==> src/rtl/kgp_risc_pkg.sv <==
// Shared KGP-RISC execute-side definitions.
//   DATA_W    : datapath width (ALU result, writeback data, branch target)
//   REG_AW    : register index width (r0 hard-wired to zero)
//   br_cond_e : branch condition encodings carried on in_br_cond
package kgp_risc_pkg;

    localparam int unsigned DATA_W = 32;
    localparam int unsigned REG_AW = 5;

    typedef enum logic [2:0] {
        BR_NONE   = 3'b000,
        BR_ALWAYS = 3'b001,
        BR_Z      = 3'b010,
        BR_NZ     = 3'b011,
        BR_LTZ    = 3'b100,
        BR_CY     = 3'b101,
        BR_NCY    = 3'b110,
        BR_RSVD   = 3'b111
    } br_cond_e;

endpackage

==> src/rtl/alu_result_stage_wb_fifo2.sv <==
// wb_fifo2: two-entry in-order FIFO of {data, rd} writeback records.
//   clk, rst             : clock, synchronous active-high reset
//   push, push_data/rd   : enqueue request and record (ignored when full)
//   pop                  : dequeue request (ignored when empty)
//   count                : occupancy 0..2
//   head_data, head_rd   : oldest entry; slot 0 is always the head
module wb_fifo2 #(
    parameter int unsigned DW = 32,
    parameter int unsigned AW = 5
) (
    input  logic          clk,
    input  logic          rst,
    input  logic          push,
    input  logic [DW-1:0] push_data,
    input  logic [AW-1:0] push_rd,
    input  logic          pop,
    output logic [1:0]    count,
    output logic [DW-1:0] head_data,
    output logic [AW-1:0] head_rd
);

    logic [DW-1:0] data0, data1;
    logic [AW-1:0] rd0, rd1;
    logic          do_push, do_pop;

    assign do_push   = push && (count != 2'd2);
    assign do_pop    = pop  && (count != 2'd0);
    assign head_data = data0;
    assign head_rd   = rd0;

    // Shift-style storage: a pop moves slot 1 into slot 0, so the head
    // never needs a read pointer and stays stable while not popped.
    always_ff @(posedge clk) begin
        if (rst) begin
            count <= '0;
            data0 <= '0;
            rd0   <= '0;
            data1 <= '0;
            rd1   <= '0;
        end else begin
            case ({do_push, do_pop})
                2'b10: begin
                    if (count == 2'd0) begin
                        data0 <= push_data;
                        rd0   <= push_rd;
                    end else begin
                        data1 <= push_data;
                        rd1   <= push_rd;
                    end
                    count <= count + 2'd1;
                end
                2'b01: begin
                    data0 <= data1;
                    rd0   <= rd1;
                    count <= count - 2'd1;
                end
                2'b11: begin
                    if (count == 2'd1) begin
                        data0 <= push_data;
                        rd0   <= push_rd;
                    end else begin
                        data0 <= data1;
                        rd0   <= rd1;
                        data1 <= push_data;
                        rd1   <= push_rd;
                    end
                end
                default: ;
            endcase
        end
    end

endmodule

==> src/rtl/alu_result_stage.sv <==
// alu_result_stage: execute-side stage after the KGP-RISC ALU.
//   clk, rst              : clock, synchronous active-high reset
//   in_valid/in_ready     : ALU handshake; in_ready depends on registered state only
//   in_result, in_f*      : ALU result and zero/sign/carry outputs
//   in_flag_we            : load architectural flags on accept
//   in_rd, in_rd_we       : writeback destination (r0 writes dropped)
//   in_br_cond/target     : branch condition code and target
//   wb_valid/ready/data/rd: head of the 2-entry writeback buffer
//   flag_zero/sign/carry  : architectural flags
//   br_taken, br_target   : one-cycle branch pulse, cycle after accept
import kgp_risc_pkg::*;

module alu_result_stage #(
    parameter int unsigned DATA_W = kgp_risc_pkg::DATA_W,
    parameter int unsigned REG_AW = kgp_risc_pkg::REG_AW
) (
    input  logic              clk,
    input  logic              rst,
    input  logic              in_valid,
    output logic              in_ready,
    input  logic [DATA_W-1:0] in_result,
    input  logic              in_fzero,
    input  logic              in_fsign,
    input  logic              in_fcarry,
    input  logic              in_flag_we,
    input  logic [REG_AW-1:0] in_rd,
    input  logic              in_rd_we,
    input  logic [2:0]        in_br_cond,
    input  logic [DATA_W-1:0] in_br_target,
    output logic              wb_valid,
    input  logic              wb_ready,
    output logic [DATA_W-1:0] wb_data,
    output logic [REG_AW-1:0] wb_rd,
    output logic              flag_zero,
    output logic              flag_sign,
    output logic              flag_carry,
    output logic              br_taken,
    output logic [DATA_W-1:0] br_target
);

    logic       rst_q;
    logic [1:0] count;
    logic       accept;
    logic       cond_true;
    logic       wb_push;
    logic       wb_pop;

    // Holding off in_ready for one cycle after reset keeps the handshake
    // purely register-driven, with no path from rst or wb_ready.
    always_ff @(posedge clk) begin
        rst_q <= rst;
    end

    assign in_ready = !rst_q && (count != 2'd2);
    assign accept   = in_valid && in_ready;
    assign wb_push  = accept && in_rd_we && (in_rd != '0);
    assign wb_valid = (count != 2'd0);
    assign wb_pop   = wb_valid && wb_ready;

    // Carry conditions read flag_carry before this cycle's flag update.
    always_comb begin
        cond_true = 1'b0;
        case (br_cond_e'(in_br_cond))
            BR_ALWAYS: cond_true = 1'b1;
            BR_Z:      cond_true = (in_result == '0);
            BR_NZ:     cond_true = (in_result != '0);
            BR_LTZ:    cond_true = in_result[DATA_W-1];
            BR_CY:     cond_true = flag_carry;
            BR_NCY:    cond_true = !flag_carry;
            default:   cond_true = 1'b0;
        endcase
    end

    always_ff @(posedge clk) begin
        if (rst) begin
            flag_zero  <= 1'b0;
            flag_sign  <= 1'b0;
            flag_carry <= 1'b0;
            br_taken   <= 1'b0;
            br_target  <= '0;
        end else begin
            if (accept && in_flag_we) begin
                flag_zero  <= in_fzero;
                flag_sign  <= in_fsign;
                flag_carry <= in_fcarry;
            end
            br_taken <= accept && cond_true;
            if (accept && cond_true) begin
                br_target <= in_br_target;
            end
        end
    end

    wb_fifo2 #(
        .DW (DATA_W),
        .AW (REG_AW)
    ) u_wb_fifo (
        .clk       (clk),
        .rst       (rst),
        .push      (wb_push),
        .push_data (in_result),
        .push_rd   (in_rd),
        .pop       (wb_pop),
        .count     (count),
        .head_data (wb_data),
        .head_rd   (wb_rd)
    );

endmodule
==> config.mk <==
export PLATFORM = sky130hd
export DESIGN_NAME = alu_result_stage
export DESIGN_NICKNAME = d
export VERILOG_FILES = /design/src/rtl/kgp_risc_pkg.sv /design/src/rtl/alu_result_stage_wb_fifo2.sv /design/src/rtl/alu_result_stage.sv
export SDC_FILE = /design/constraint.sdc
export NUM_CORES = 1
export LEC_CHECK = 0
export BUFFER_PORTS_ARGS = -buffer_cell sky130_fd_sc_hd__buf_2
export CAP_MARGIN = 20
export CORE_UTILIZATION = 47
export DETAILED_ROUTE_END_ITERATION = 7
export PLACE_DENSITY = 0.73
export SYNTH_ARGS = -nofsm -noshare
export SYNTH_HDL_FRONTEND = slang
export SYNTH_HIERARCHICAL = 1
export SYNTH_SLANG_ARGS = --single-unit
==> constraint.sdc <==
create_clock -name clk -period 2.8 [get_ports clk]
set_input_delay 0.14 -clock clk [delete_from_list [all_inputs] [get_ports clk]]
set_output_delay 0.14 -clock clk [all_outputs]
set_load 0.01 [all_outputs]
# == After elaboration in Yosys (flattened, before gate mapping) ==
# Cells that the tools add are included.
# W data, S select, Z words.
# totals
register_bits,113
latch_bits,0
ram_bits,0
rom_bits,0
out_inout_bits,75
wordCells,62
memories,0
# op_classes
add_sub_neg,2
n_mul,0
div,0
magnitude_cmp,0
n_eq_ne,14
shift,0
n_mux,14
n_bitwise,0
reduce_logical,21
# op_table
operator,n
$mux W32,4
$pmux W32 S3,1
$pmux W32 S2,1
$logic_not A32 Y1,1
$reduce_bool A32 Y1,1
$mux W5,4
$pmux W5 S3,1
$pmux W5 S2,1
$eq A3 B3 Y1 const B,3
$logic_and A1 B1 Y1,9
$eq A3 B2 Y1 const B,2
$ne A2 B2 Y1 const B,3
$pmux W1 S6,1
$reduce_bool A2 Y1,3
$reduce_bool A5 Y1,1
$eq A2 B1 Y1 const B,2
$eq A2 B2 Y1 const B,2
$pmux W2 S2,1
$eq A3 B1 Y1 const B,1
$reduce_and A3 Y1,1
$reduce_bool A3 Y1,1
$add A2 B1 Y2 const B,1
$logic_not A1 Y1,2
$logic_not A2 Y1,1
other kinds (3),3

# == Longest topological paths before layout ==
# logic_depth
word_depth,9
mapped_depth,13

# == Hierarchy ==
# The synthesis kept the hierarchy.
# modules_own_cells
module,instances,cells_per_inst,area_each_um2,seq_area_each_um2
wb_fifo2,1,414,3540.9,1521.5
alu_result_stage,1,185,1829.3,740.7

# == Least setup slack after synthesis ==
# OpenSTA, ideal clock, no wires.
# synth_timing
path_type,flip-flop to flip-flop
start,reg u_wb_fifo.count[1]
end,"reg u_wb_fifo.data0[29], in the netlist u_wb_fifo/head_data[29]"
setup_time_ns,0.091
arrival_ns,2.498
required_ns,2.709
setup_slack_ns,0.211
stages_incl_launch_ff,13
path_buffers,4
synth_period_minus_slack_ns,2.589
path_cell_list,dfxtp_1 > inv_1 > ha_1 > nand2b_4 > buf_6 > inv_2 > buf_4 > buf_2 > ha_1 > nor2b_1 > clkbuf_1 > o211ai_1 > a311oi_1
# synth_via
elab_chain_cells,9
word_cells_on_any_way,19
# synth_rtl
element,line,source
from (decl),alu_result_stage_wb_fifo2.sv:17,"output logic [1:0] count,"
from (signal assigned),alu_result_stage_wb_fifo2.sv:50,count <= count + 2'd1;
from (signal assigned),alu_result_stage_wb_fifo2.sv:55,count <= count - 2'd1;
$ne A2 B2 Y1,"alu_result_stage_wb_fifo2.sv:26, alu_result_stage.sv:54",
$logic_and A1 B1 Y1,alu_result_stage.sv:54,assign in_ready = !rst_q && (count != 2'd2);
$logic_and A1 B1 Y1,alu_result_stage.sv:55,assign accept = in_valid && in_ready;
$logic_and A1 B1 Y1 (2 in a row),alu_result_stage.sv:56,assign wb_push = accept && in_rd_we && (in_rd != '0);
$logic_and A1 B1 Y1,alu_result_stage_wb_fifo2.sv:26,assign do_push = push && (count != 2'd2);
$eq A2 B2 Y1 or $eq A2 B1 Y1 (tied branches),alu_result_stage_wb_fifo2.sv:41,"case ({do_push, do_pop})"
$ne A2 B1 Y1 (no source line) or $reduce_bool A3 Y1 (tied branches),-,
$reduce_and A2 Y1 (no source line),-,
to (signal assigned),alu_result_stage_wb_fifo2.sv:44,data0 <= push_data;
to (signal assigned),alu_result_stage_wb_fifo2.sv:53,data0 <= data1;
to (signal assigned),alu_result_stage_wb_fifo2.sv:59,data0 <= push_data;
to (decl),alu_result_stage_wb_fifo2.sv:22,"logic [DW-1:0] data0, data1;"
# Parallel ways exist; a longest one is shown, timed or not.
# A chain may end at the register's enable or synchronous reset.

# == Worst setup path after layout ==
# layout_timing
start,reg u_wb_fifo.count[1]
end,reg u_wb_fifo.data1[7]
# layout_via
word_cells_on_any_way,18
# layout_rtl
element,line,source
$reduce_bool A2 Y1 *,alu_result_stage.sv:57,assign wb_valid = (count != 2'd0);
$logic_and A1 B1 Y1 *,alu_result_stage.sv:58,assign wb_pop = wb_valid && wb_ready;
named net wb_pop,alu_result_stage.sv:46,logic wb_pop;
$logic_and A1 B1 Y1 *,alu_result_stage_wb_fifo2.sv:27,assign do_pop = pop && (count != 2'd0);
$eq A2 B2 Y1,alu_result_stage_wb_fifo2.sv:41,
$ne A2 B2 Y1 (no source line) or $reduce_bool A2 Y1 (tied branches),-,
$reduce_and A3 Y1 (no source line),-,
to (signal assigned),alu_result_stage_wb_fifo2.sv:47,data1 <= push_data;
to (signal assigned),alu_result_stage_wb_fifo2.sv:64,data1 <= push_data;
to (decl),alu_result_stage_wb_fifo2.sv:22,
# The timed path passes the listed nets; every way through them passes the cells marked *.

==> metrics.md <==
| Metric | Value |
|---|---|
| Critical path arrival | `2.84 ns` |
| Routed Wire Length | `15,850 um` |
| Slew headroom | `37.63%` |
| Synthesized area | `5370 um2` |
| Sequential Power Share | `39.8%` |
| Die Y | `108.9 um` |
| Sw Share | `25.26%` |
| Largest net degree at the start of global routing | `115` |
| Critical path class | `flop to flop` |
| FFs w/ async S/R, synth | `0%` |
| CORE AREA | `10,980 um2` |
| Final Skew | `0.01005 ns` |
| Clock power frac | `45.6%` |
| Setup-failing EPs final | `0` |
| Die X-Extent | `108.9 um` |
| Maximum clock path buffer count | `2` |
| Min cycle time layout | `2.588 ns` |
| DPL Wire Length | `9607 um` |
| Max Cap Viol | `0` |
| Max Slew Vio Count | `0` |
| Status | `finished clean` |
| Synth unique cells | `43` |
| Worst path required time | `3.05 ns` |
| Share of cells above drive strength 1 | `28.24%` |
| DR vias | `5,365` |
| Total track usage | `27.65%` |
| Total power | `4.443 mW` |
| Final Hold Viols | `0` |
| Global placement routability congestion | `0.8000` |
| Clock transition at the registers of the reported paths | `0.06 ns` |
| Avg Cell Area, Syn | `8.965 um2` |
| Post-CTS Setup Inserts | `0` |
| Syn nets | `687` |
| Max FO, Critical Path | `37` |
| Clk sinks | `113` |
| Post-synthesis sequential area ratio | `42.12%` |
| Combinational share of power | `14.6%` |
| Critical Path Sink Type | `flop` |
| Post-synth EDFFs | `0` |
| Total gr overflow | `0` |
| First-pass GRT wire length | `25,340 um` |
| CTS buffer count | `17` |
| Maximum VDD drop | `0.4264 mV` |
| Pleak | `2.802 nW` |
| Fmax | `0.3865 GHz` |
| Final period utilization | `92.42%` |
| Hold Path Class | `input port to flop` |
| H-tree levels | `4` |
| CTS tree | `yes` |
| Antenna Nets Post-Route | `0` |
| Yosys reg bits | `113` |
| DR pass1 iterations | `5` |
| P&R area growth vs syn | `32.18%` |
| Worst-Margin Slew | `0.9356 ns` |
| Internal power | `3.321 mW` |
| Net Sw Power | `1.123 mW` |
| Layout Nets | `856` |
| Yosys warnings | `6` |
| Initial antenna violation count | `0` |
| Pwr/cell area | `626.0 nW/um2` |
| Area of the die | `11,860 um2` |
| Synthesized instance count | `599` |
| Clock root buffer | `clkbuf_16` |
| DRC violations left | `0` |
| # rows | `38` |
| Number of port buffers | `155` |
| Vias per cell | `5.832` |
| Initial Util | `48.89%` |
| RSZ-0062 raised after global routing | `no` |
| Most common cell after layout, fill and taps aside | `buf_2` |
| Drt first-iter violations | `373` |
| Commonest cells after routing, fill and taps aside | `buf_2 (154), dfxtp_1 (113), o21ai_0 (75)` |
| Synth Flop Type | `dfxtp_1` |
| Top Ports | `156` |
| Setup_tns | `0 ns` |
| Critical path launch point type | `flop` |
| WL per Instance | `17.22 um` |
| Post-CTS sizing | `0` |
| Vias in the first global route | `5,224` |
| Clock Latency Late Sink | `0.42 ns` |
| Layout fillers | `895` |
[power by group through the flow]
stage	registers, mW	logic, mW	clock network [mW]
2_1_floorplan	1.83	0.348	0
3_3_place_gp	1.79	0.580	0
3_5_place_dp	1.80	0.599	0
4_1_cts	1.77	0.639	2.05
5_1_grt	1.78	0.710	2.14
6_report	1.77	0.648	2.03
[synthesized netlist by cell type (2+ instances only)]
master      n  share of area [%]
dfxtp_1   113                 42
o21ai_0    75                7.0
nand2b_1   66                7.7
a21oi_1    42                3.9
nand3_1    41                3.8
nor3_1     38                3.5
clkbuf_1   37                2.6
o211ai_1   37                5.2
a311oi_1   34                5.5
mux2i_1    32                6.0
buf_2      11                1.0
nor4_1      8               0.93
ha_1        7                1.6
buf_6       5                1.0
and2_1      4               0.47
buf_1       4               0.28
nand2_1     4               0.28
nor2_1      4               0.28
a311oi_2    3               0.84
buf_12      3                1.1
inv_1       3               0.21
nor2b_1     3               0.35
inv_2       2               0.14
nand4_1     2               0.23
or2_2       2               0.23
xor2_1      2               0.33
[area by class of cell]
cell class,count,area (um2),share of cell area [%]
inverter,6,23.77,0.3349
clock buffer,24,501.7,7.069
tap,140,175.2,2.468
sequential,113,2262,31.87
antenna,1,2.502,0.03525
clock inverter,6,55.05,0.7756
timing repair buffer,211,1321,18.61
multi-input combinational,419,2756,38.83
[what timing repair did]
action | 4_1_cts | 5_1_grt
endpoints found under the setup margin | 0 | 0
endpoints found under the hold margin | 36 | 0
hold buffers | 36 | 0
[worst max-delay path: stages, from the launching register on]
cell      delay (ns)
dfxtp_1         0.36
or2_2           0.35
and2_1          0.20
nand2b_4        0.19
inv_2           0.07
ha_1            0.20
buf_4           0.16
or2_2           0.56
nand3_1         0.21
a21oi_1         0.09
[logic make-up (layout without fill, tap and decap cells)]
family                   after synthesis  count (layout)  share of synthesized area [%]
multiplexers                          33              33                          6.384
AO/OA/AOI/OAI                        199             199                          24.16
XOR/XNOR                               2               2                         0.3262
other                                  0               1                              0
flip-flops                           113             113                          42.12
adder cells (fa/ha/maj)                7               7                          1.631
buffers and inverters                 67             247                          6.640
AND/OR/NAND/NOR                      178             178                          18.73
[state kept, by name, summed over array words and instances (netlist names)]
name	count
u_wb_fifo/head_rd	5
u_wb_fifo/rd1	5
flag_zero	1
br_taken	1
u_wb_fifo/head_data	32
flag_carry	1
u_wb_fifo/data1	32
u_wb_fifo/count	2
rst_q	1
br_target	32
flag_sign	1
[routing by layer]
| metal | GRT usage (%) | up-vias | part of all wire, % |
|---|---|---|---|
| met2 | 45.60 | 235 | 49 |
| met3 | 6.934 | 33 | 7.1 |
| met1 | 33.44 | 2537 | 42 |
| li1 | - | 2560 | - |
| met5 | 0 | - | 0 |
| met4 | 13.51 | 0 | 2.2 |
[path summary, 6_finish.rpt]
path	from	endpoint	slack, ns	cells past startpoint
setup / recovery	u_wb_fifo/count[1]	u_wb_fifo/data1[7]	0.21	9
hold / removal	in_result[24]	u_wb_fifo/data1[24]	0.009	3
setup reg to reg	u_wb_fifo/count[1]	u_wb_fifo/data1[7]	0.21	9
hold reg to reg	flag_sign	flag_sign	0.46	2
[metrics by stage]
| stage | worst slack, ns | std cells | util, % | hold WS, ns | cell area (um2) |
|---|---|---|---|---|---|
| floorplan | 0.2109 | 599 | - | 0.1677 | 5370 |
| CTS | 0.2300 | 919 | 64.60 | 0.0002955 | 7096 |
| detailed placement | 0.2603 | 853 | 56.25 | 0.3993 | 6178 |
| global route | 0.01873 | 919 | 64.60 | 0.002074 | 7096 |
| global placement | 0.02938 | 852 | 56.00 | 0.3934 | 6151 |
| finish | 0.2124 | 920 | 64.63 | 0.008602 | 7098 |
No activity file was read; power rests on OpenSTA's default activity.
